### config.mk
export PLATFORM = sky130hd
export DESIGN_NAME = hamming_secded_decoder
export DESIGN_NICKNAME = d
export VERILOG_FILES = /design/src/rtl/hamming_pkg.sv /design/src/rtl/hamming_sat_counter.sv /design/src/rtl/hamming_secded_decoder.sv
export SDC_FILE = /design/constraint.sdc
export NUM_CORES = 1
export LEC_CHECK = 0
export CAP_MARGIN = 20
export CORE_MARGIN = 2
export CORE_UTILIZATION = 40
export DETAILED_ROUTE_END_ITERATION = 8
export PLACE_DENSITY = 0.66
export SETUP_SLACK_MARGIN = 0.05
export SLEW_MARGIN = 20
export SYNTH_ARGS = -nofsm -noshare
export SYNTH_HDL_FRONTEND = slang
export SYNTH_SLANG_ARGS = --single-unit
export TNS_END_PERCENT = 20
### constraint.sdc
create_clock -name clk -period 2.25 [get_ports clk]
set_input_delay 0.45 -clock clk [delete_from_list [all_inputs] [get_ports clk]]
set_output_delay 0.45 -clock clk [all_outputs]
set_load 0.1 [all_outputs]
### src/rtl/hamming_pkg.sv
// Shared types and layout helpers for the SEC-DED Hamming decoder.
// Positions that are powers of two hold Hamming parity; position 0 holds overall parity.
package hamming_pkg;

   typedef enum logic [2:0] {
      StIdle,
      StCheck,
      StOverall,
      StCorrect,
      StDone
   } state_e;

   function automatic logic is_pow2(input int unsigned pos);
      return (pos != 0) && ((pos & (pos - 1)) == 0);
   endfunction

   function automatic int unsigned code_w(input int unsigned data_w, input int unsigned par_w);
      return data_w + par_w + 1;
   endfunction

   // At most 32 parity positions can precede any data bit, so i+33 bounds the scan.
   function automatic int unsigned pos_of_data(input int unsigned i);
      int unsigned res;
      int unsigned cnt;
      res = 0;
      cnt = 0;
      for (int unsigned p = 1; p <= i + 33; p++) begin
         if (!is_pow2(p)) begin
            if (cnt == i) res = p;
            cnt++;
         end
      end
      return res;
   endfunction

endpackage

### src/rtl/hamming_sat_counter.sv
// Saturating event counter; a clear takes priority over a same-cycle increment.
module hamming_sat_counter
   import hamming_pkg::*;
#(
   parameter int unsigned COUNT_W = 8
) (
   input  logic               clk,
   input  logic               rst,
   input  logic               inc,
   input  logic               clr,
   output logic [COUNT_W-1:0] count
);

   logic [COUNT_W-1:0] count_q;

   always_ff @(posedge clk or posedge rst) begin
      if (rst) begin
         count_q <= '0;
      end else if (clr) begin
         count_q <= '0;
      end else if (inc && (count_q != '1)) begin
         count_q <= count_q + COUNT_W'(1);
      end
   end

   assign count = count_q;

endmodule

### src/rtl/hamming_secded_decoder.sv
// Sequential SEC-DED Hamming decoder: one parity group per cycle, then overall parity,
// then classification/correction, with valid/ready on both sides and saturating counters.
module hamming_secded_decoder
   import hamming_pkg::*;
#(
   parameter int unsigned DATA_W  = 4,
   parameter int unsigned PAR_W   = 3,
   parameter int unsigned COUNT_W = 8
) (
   input  logic                      clk,
   input  logic                      rst,
   input  logic                      in_valid,
   output logic                      in_ready,
   input  logic [DATA_W+PAR_W:0]     code_in,
   input  logic                      mode,
   output logic                      out_valid,
   input  logic                      out_ready,
   output logic [DATA_W-1:0]         data_out,
   output logic [PAR_W-1:0]          syndrome,
   output logic                      single_err,
   output logic                      double_err,
   input  logic                      clr_cnt,
   output logic [COUNT_W-1:0]        corr_cnt,
   output logic [COUNT_W-1:0]        uncorr_cnt
);

   localparam int unsigned CodeW = code_w(DATA_W, PAR_W);
   localparam int unsigned IdxW  = (PAR_W > 1) ? $clog2(PAR_W) : 1;

   if (2 ** PAR_W < CodeW) begin : g_bad_params
      $error("PAR_W too small: 2**PAR_W must be >= DATA_W+PAR_W+1");
   end

   state_e             state_q, state_d;
   logic [CodeW-1:0]   code_q, code_d;
   logic               mode_q, mode_d;
   logic [IdxW-1:0]    idx_q, idx_d;
   logic [PAR_W-1:0]   syn_q, syn_d;
   logic               ovf_q, ovf_d;
   logic [DATA_W-1:0]  data_q, data_d;
   logic               single_q, single_d;
   logic               double_q, double_d;
   logic               valid_q, valid_d;

   logic [PAR_W-1:0][CodeW-1:0] grp_bits;
   logic [PAR_W-1:0]            grp_par;
   logic [CodeW-1:0]            code_fix;
   logic [DATA_W-1:0]           data_fix;
   logic                        syn_in_range;
   logic                        is_single;
   logic                        is_double;
   logic                        inc_corr;
   logic                        inc_uncorr;

   // Group j covers every code position whose index has bit j set.
   for (genvar j = 0; j < PAR_W; j++) begin : g_grp
      assign grp_bits[j][0] = 1'b0;
      for (genvar p = 1; p < CodeW; p++) begin : g_pos
         assign grp_bits[j][p] = (((p >> j) & 1) != 0) ? code_q[p] : 1'b0;
      end
      assign grp_par[j] = ^grp_bits[j];
   end

   assign syn_in_range = ({1'b0, syn_q} < (PAR_W + 1)'(CodeW));
   assign is_single    = ovf_q && syn_in_range;
   assign is_double    = (ovf_q && !syn_in_range) || (!ovf_q && (syn_q != '0));

   // A zero syndrome with bad overall parity flips bit 0, leaving the data untouched.
   always_comb begin
      code_fix = code_q;
      if (is_single) code_fix[syn_q] = ~code_q[syn_q];
   end

   for (genvar i = 0; i < DATA_W; i++) begin : g_data
      localparam int unsigned Pos = pos_of_data(i);
      assign data_fix[i] = code_fix[Pos];
   end

   always_comb begin
      state_d    = state_q;
      code_d     = code_q;
      mode_d     = mode_q;
      idx_d      = idx_q;
      syn_d      = syn_q;
      ovf_d      = ovf_q;
      data_d     = data_q;
      single_d   = single_q;
      double_d   = double_q;
      valid_d    = valid_q;
      inc_corr   = 1'b0;
      inc_uncorr = 1'b0;
      unique case (state_q)
         StIdle: begin
            if (in_valid) begin
               code_d   = code_in;
               mode_d   = mode;
               syn_d    = '0;
               idx_d    = '0;
               ovf_d    = 1'b0;
               single_d = 1'b0;
               double_d = 1'b0;
               state_d  = StCheck;
            end
         end
         StCheck: begin
            syn_d[idx_q] = grp_par[idx_q] ^ ~mode_q;
            idx_d        = idx_q + IdxW'(1);
            if (idx_q == IdxW'(PAR_W - 1)) state_d = StOverall;
         end
         StOverall: begin
            ovf_d   = (^code_q) ^ ~mode_q;
            state_d = StCorrect;
         end
         StCorrect: begin
            data_d     = data_fix;
            single_d   = is_single;
            double_d   = is_double;
            inc_corr   = is_single;
            inc_uncorr = is_double;
            valid_d    = 1'b1;
            state_d    = StDone;
         end
         StDone: begin
            if (out_ready) begin
               valid_d = 1'b0;
               state_d = StIdle;
            end
         end
         default: state_d = StIdle;
      endcase
   end

   always_ff @(posedge clk or posedge rst) begin
      if (rst) begin
         state_q  <= StIdle;
         code_q   <= '0;
         mode_q   <= 1'b0;
         idx_q    <= '0;
         syn_q    <= '0;
         ovf_q    <= 1'b0;
         data_q   <= '0;
         single_q <= 1'b0;
         double_q <= 1'b0;
         valid_q  <= 1'b0;
      end else begin
         state_q  <= state_d;
         code_q   <= code_d;
         mode_q   <= mode_d;
         idx_q    <= idx_d;
         syn_q    <= syn_d;
         ovf_q    <= ovf_d;
         data_q   <= data_d;
         single_q <= single_d;
         double_q <= double_d;
         valid_q  <= valid_d;
      end
   end

   hamming_sat_counter #(
      .COUNT_W (COUNT_W)
   ) u_corr_cnt (
      .clk   (clk),
      .rst   (rst),
      .inc   (inc_corr),
      .clr   (clr_cnt),
      .count (corr_cnt)
   );

   hamming_sat_counter #(
      .COUNT_W (COUNT_W)
   ) u_uncorr_cnt (
      .clk   (clk),
      .rst   (rst),
      .inc   (inc_uncorr),
      .clr   (clr_cnt),
      .count (uncorr_cnt)
   );

   assign in_ready   = (state_q == StIdle);
   assign out_valid  = valid_q;
   assign data_out   = data_q;
   assign syndrome   = syn_q;
   assign single_err = single_q;
   assign double_err = double_q;

endmodule

---- Yosys cells after proc, flatten, opt, wreduce, memory -nomap -nowiden ----
Index checks and enable logic that the tools add are counted.
W data, S select, Z words.
operators by class
  add/subtract/negate cells ............... 3
  $lt $le $gt $ge ......................... 4
  equal/unequal tests ..................... 10
  mux-type cells .......................... 31
  bitwise logic cells ..................... 4
  reductions and logical operators ........ 24
operators by type and width
  operator               number
  $mux W8                5
  $reduce_xor A8 Y1      4
  $add A8 B1 Y8 const B  2
  $ne A8 B8 Y1 const B   2
  $pmux W3 S5            1
  $mux W3                4
  $reduce_bool A2 Y1     6
  $reduce_and A2 Y1      5
  $bwmux W8              1
  $mux W1                8
  $pmux W1 S2            4
  $eq A3 B2 Y1 const B   2
  $ne A2 B2 Y1 const B   3
  $pmux W3 S2            1
  $logic_and A1 B1 Y1    5
  $lt A3 B4 Y1 const B   1
  $pmux W2 S2            1
  $bmux W1 S3            1
  $bwmux W3              1
  $demux W1 S3           1
  $eq A3 B1 Y1 const B   1
  $eq A3 B3 Y1 const B   1
  $ge A3 B1 Y1 const B   1
  $logic_not A3 Y1       1
  other kinds (12)       14
word-level totals
  register bits after elaboration ......... 41
  input bits .............................. 14
  output and inout port bits .............. 27
  word-level logic and storage cells ...... 88

---- Depth between registers and ports, before layout ----
  depth after elaboration ................. 6
  mapped depth ............................ 6
  mapped depth without buffers ............ 6

---- Hierarchy ----
From an unflattened synthesis, not the netlist that was laid out.
unflattened totals
  cells, all modules ...................... 225
  area total of the unflattened synthesis .. 2,367.3 um^2
by module, submodules not included
  module                  times used  cells each  area each (um^2)  seq. area each (um^2)
  hamming_secded_decoder  1           127         1,358.8           625.6
  hamming_sat_counter     2           49          504.2             200.2

---- Worst setup path before layout ----
OpenSTA, ideal clock, no wires.
  path type ............................... reg-to-reg
  start point ............................. register state_q[0]
  end point ............................... register code_q[0]
  setup time .............................. 0.125 ns
  arrival ................................. 3.593 ns
  required time ........................... 2.125 ns
  setup slack ............................. -1.467 ns
  cell stages (with the launch flop) ...... 6
  path buffers ............................ 2
  period minus slack after synthesis ...... 3.717 ns
  cell sequence ........................... dfrtp_1 > buf_2 > nor3_1 > nand2_2 > buf_6 > mux2_2
on the way
  cells in the longest elaborated chain, start to end .. 2
RTL lines
  element                             line                           source
  start: declaration                  hamming_secded_decoder.sv:34   state_e state_q, state_d;
  start signal: assignment            hamming_secded_decoder.sv:135  state_q <= StIdle;
  start signal: assignment            hamming_secded_decoder.sv:146  state_q <= state_d;
  $logic_not A3 Y1                    -
  net in_ready                        hamming_secded_decoder.sv:13   output logic in_ready,
  $reduce_and A2 Y1 (no source line)  -
  end signal: assignment              hamming_secded_decoder.sv:147  code_q <= code_d;
  end: declaration                    hamming_secded_decoder.sv:35   logic [CodeW-1:0] code_q, code_d;
The timed path passes the listed nets, and every way through them passes these cells.
A chain may end at the register's enable or synchronous reset.

---- Final worst setup path ----
  start point ............................. register u_uncorr_cnt.count_q[0] (netlist: u_uncorr_cnt.count[0])
  end point ............................... register u_uncorr_cnt.count_q[6] (netlist: u_uncorr_cnt.count[6])
on the way
  cells in the longest elaborated chain, start to end .. 3
  elaborated cells between the ends (all ways) .. 6
  classes of those cells .................. 1 x add/sub; 1 x eq/ne; 2 x mux; 2 x reduce/logical
RTL lines
  element                                                line                                                  source
  start: declaration                                     hamming_sat_counter.sv:14                             logic [COUNT_W-1:0] count_q;
  start signal: assignment                               hamming_sat_counter.sv:22                             count_q <= count_q + COUNT_W'(1);
  $add A8 B1 Y8 / $ne A8 B8 Y1 (equally long branches)   hamming_sat_counter.sv:22, hamming_sat_counter.sv:21
  $mux W8 / $logic_and A1 B1 Y1 (equally long branches)  hamming_sat_counter.sv:21                             end else if (inc && (count_q != '1)) begin
  $mux W8 / $reduce_bool A2 Y1 (equally long branches)   -
Parallel ways exist; a longest one is shown, timed or not. The select of a mux whose other input is x is not followed.

==> impl_metrics.tcl <==
set metrics [dict create \
    clockBufferDepth 2 \
    dr_wl_met3_um 184 \
    crit_type "reg2reg" \
    syn_inst 202 \
    die_w_um 77.5 \
    p_seq_frac 0.313 \
    synth_area_per_cell_um2 10.7 \
    gp_congestion 0.799 \
    root_buffer "clkbuf_8" \
    post-route-period-util 0.878 \
    path_max_fanout 8 \
    placed_area_mm2 0.00260 \
    drive_gt1_frac 0.234 \
    coreArea_mm2 0.00517 \
    numCtsBuffers 5 \
    maxSlewViolCount 0 \
    startpoint_type "register" \
    ys_warn_count 0 \
    synth_top_area_frac 0.474 \
    die_h_um 77.5 \
    first_global_vias 1526 \
    vdd_drop_max_uv 1070 \
    yosys_register_bits 41 \
    p_clk_frac 0.161 \
    p_leak_nw 1.24 \
    mostFrequentLayoutCells "39 x dfrtp_1, 27 x buf_4, 21 x nor2_1, 18 x xor2_1, 16 x nand2_1" \
    sw_frac_of_total 0.465 \
    design_area_mm2 0.00272 \
    syn_area_mm2 0.00216 \
    synth_flop_cell "dfrtp_1" \
    vias 1596 \
    drtAntennaViolNets 0 \
    ys_seq_area_frac 0.474 \
    synth_edf_count 0 \
    final_common_cell "dfrtp_1" \
    p_total_mw 3.86 \
    route.detailed.drc 0 \
    max_slew_margin 0.598 \
    antenna_found_initial 0 \
    combPwrFrac 0.526 \
    fin_cells 314 \
    drt_first_iter_violations 51 \
    cts_tree "done" \
    max_cap_violations 0 \
    antenna_cells 0 \
    ys_types 37 \
    synth_top_area_cell "dfrtp_1" \
    routedWlPerCell_um 13.1 \
    grt_pass1_wl_um 7260 \
    dp_cells 306 \
    synthesis.nets 221 \
    tightest_slew_ns 0.601 \
    grt_remaining_overflow 0 \
    cts_resized 0 \
    setup_viol 0 \
    p_switching_mw 1.80 \
    register_area_mm2 0.00103 \
    hpwl_um 2940 \
    wl_met2_um 2050 \
    htreeDepth 2 \
    vias_per_cell 5.08 \
    routed_wl_um 4120 \
    crit_arrival_ns 2.13 \
    firstDrtPassIters 4 \
    start_util 0.418 \
    hp-class "reg2reg" \
    grt_setup_unrepaired "no" \
    clock_latency_ns 0.29 \
    setup_tns_ns 0 \
    hold_viol_final 0 \
    status "finished clean" \
    ios 41 \
    die_area_mm2 0.00601 \
    fin_nets 262 \
    intPower_mw 2.07 \
    ctsHoldBuffers 0 \
    multi_input_area_mm2 0.00109 \
    fmaxAchievable_mhz 506 \
    layout_min_cycle_time_ns 1.98 \
    row_count 26 \
    postCtsSetupBuffers 0 \
    io_buffers 40 \
    track_usage 0.151 \
    cp.required_ns 2.40 \
    wl_met1_um 1860 \
    async_flop_share 1.00 \
    cts_sinks 41 \
    clock_skew_ns 0.00569 \
    power.density_mw_per_mm2 1420 \
    synthToLayoutAreaGrowth_pct 25.6 \
    end_kind "register" \
    fin_hold_ws_ns 0.491 \
    top_layer "met4" \
    grt_max_degree 42 \
    nFillCells 485 \
    path_clk_slew_ns 0.08 \
    yosys-top-cells-area "dfrtp_1 47%, xor2_1 7.3%, mux2_2 5.2%" \
]
[registers in the layout, indices dropped and copies added, names as in the netlist]
signal	cells
is_single	1
idx_q	2
mode_q	1
code_q	8
double_err	1
u_corr_cnt.count	8
syndrome	3
u_uncorr_cnt.count	8
single_err	1
data_out	4
state_q	3
out_valid	1
[synthesized netlist by cell type (2+ instances only)]
cell type / instances
xnor2_1: 12
a211oi_1: 3
nand3b_1: 3
inv_1: 4
nand4_1: 6
ha_1: 5
nand2_1: 16
xor2_1: 18
nor2_1: 21
clkbuf_1: 4
and4_1: 3
mux2i_1: 5
o21ai_0: 6
mux2_2: 10
a21oi_1: 3
and3_1: 7
nand3_1: 11
nand4b_1: 4
buf_2: 2
dfrtp_1: 41
nor3_1: 2
[metrics by stage]
step | util | setup slack, ns
6_report | 0.525 | 0.274
5_1_grt | 0.525 | 0.0939
4_1_cts | 0.525 | 0.270
3_5_place_dp | 0.502 | 0.281
3_3_place_gp | 0.502 | 0.337
2_1_floorplan | - | 0.0521
[path summary, 6_finish.rpt]
path	start	end	slack [ns]	cells past startpoint
setup / recovery	u_uncorr_cnt.count[0]	u_uncorr_cnt.count[6]	0.27	6
hold / removal	data_out[1]	data_out[1]	0.49	2
setup reg to reg	u_uncorr_cnt.count[0]	u_uncorr_cnt.count[6]	0.27	6
hold reg to reg	data_out[1]	data_out[1]	0.49	2
max in group asynchronous	rst	u_uncorr_cnt.count[0]	1.52	3
min in group asynchronous	rst	u_uncorr_cnt.count[5]	0.52	3
[area by class of cell]
cell class / count / area share
multi-input cells: 149 / 0.402
flip-flops and latches: 41 / 0.378
repair buffers: 42 / 0.137
well taps: 70 / 0.0322
clock buffers: 6 / 0.0304
clock inverters: 2 / 0.0138
inverters: 4 / 0.00552
[power by group through the flow]
stage               Clock [mW]  Sequential [mW]  Combinational, mW
floorplan                    0             1.67               1.19
global placement             0             1.22               2.04
detailed placement           0             1.23               2.05
CTS                      0.641             1.21               2.06
global route             0.677             1.25               2.21
finish                   0.624             1.21               2.03
[critical path, stage by stage (launching register included)]
cell and delay (ns):
dfrtp_2 0.43, ha_1 0.25, and3_4 0.17, a2111oi_4 0.58, nand4_1 0.18, xor2_1 0.17, nor2_1 0.06
[routing by layer]
layer	vias to the layer above	GRT usage
met1	771	0.197
met3	2	0.0419
met5	-	0
li1	789	-
met2	34	0.248
met4	0	0.0429
[logic make-up after synthesis]
group	Yosys count	share of synthesized area
xor gates and xnor gates	30	0.121
buffers and inverters	12	0.0254
DFF	41	0.474
adders and majority gates	5	0.0289
AOI/OAI and AO/OA	19	0.0717
muxes	15	0.0752
and+or+nand+nor	80	0.203
Power figures use the tool's default switching activity.
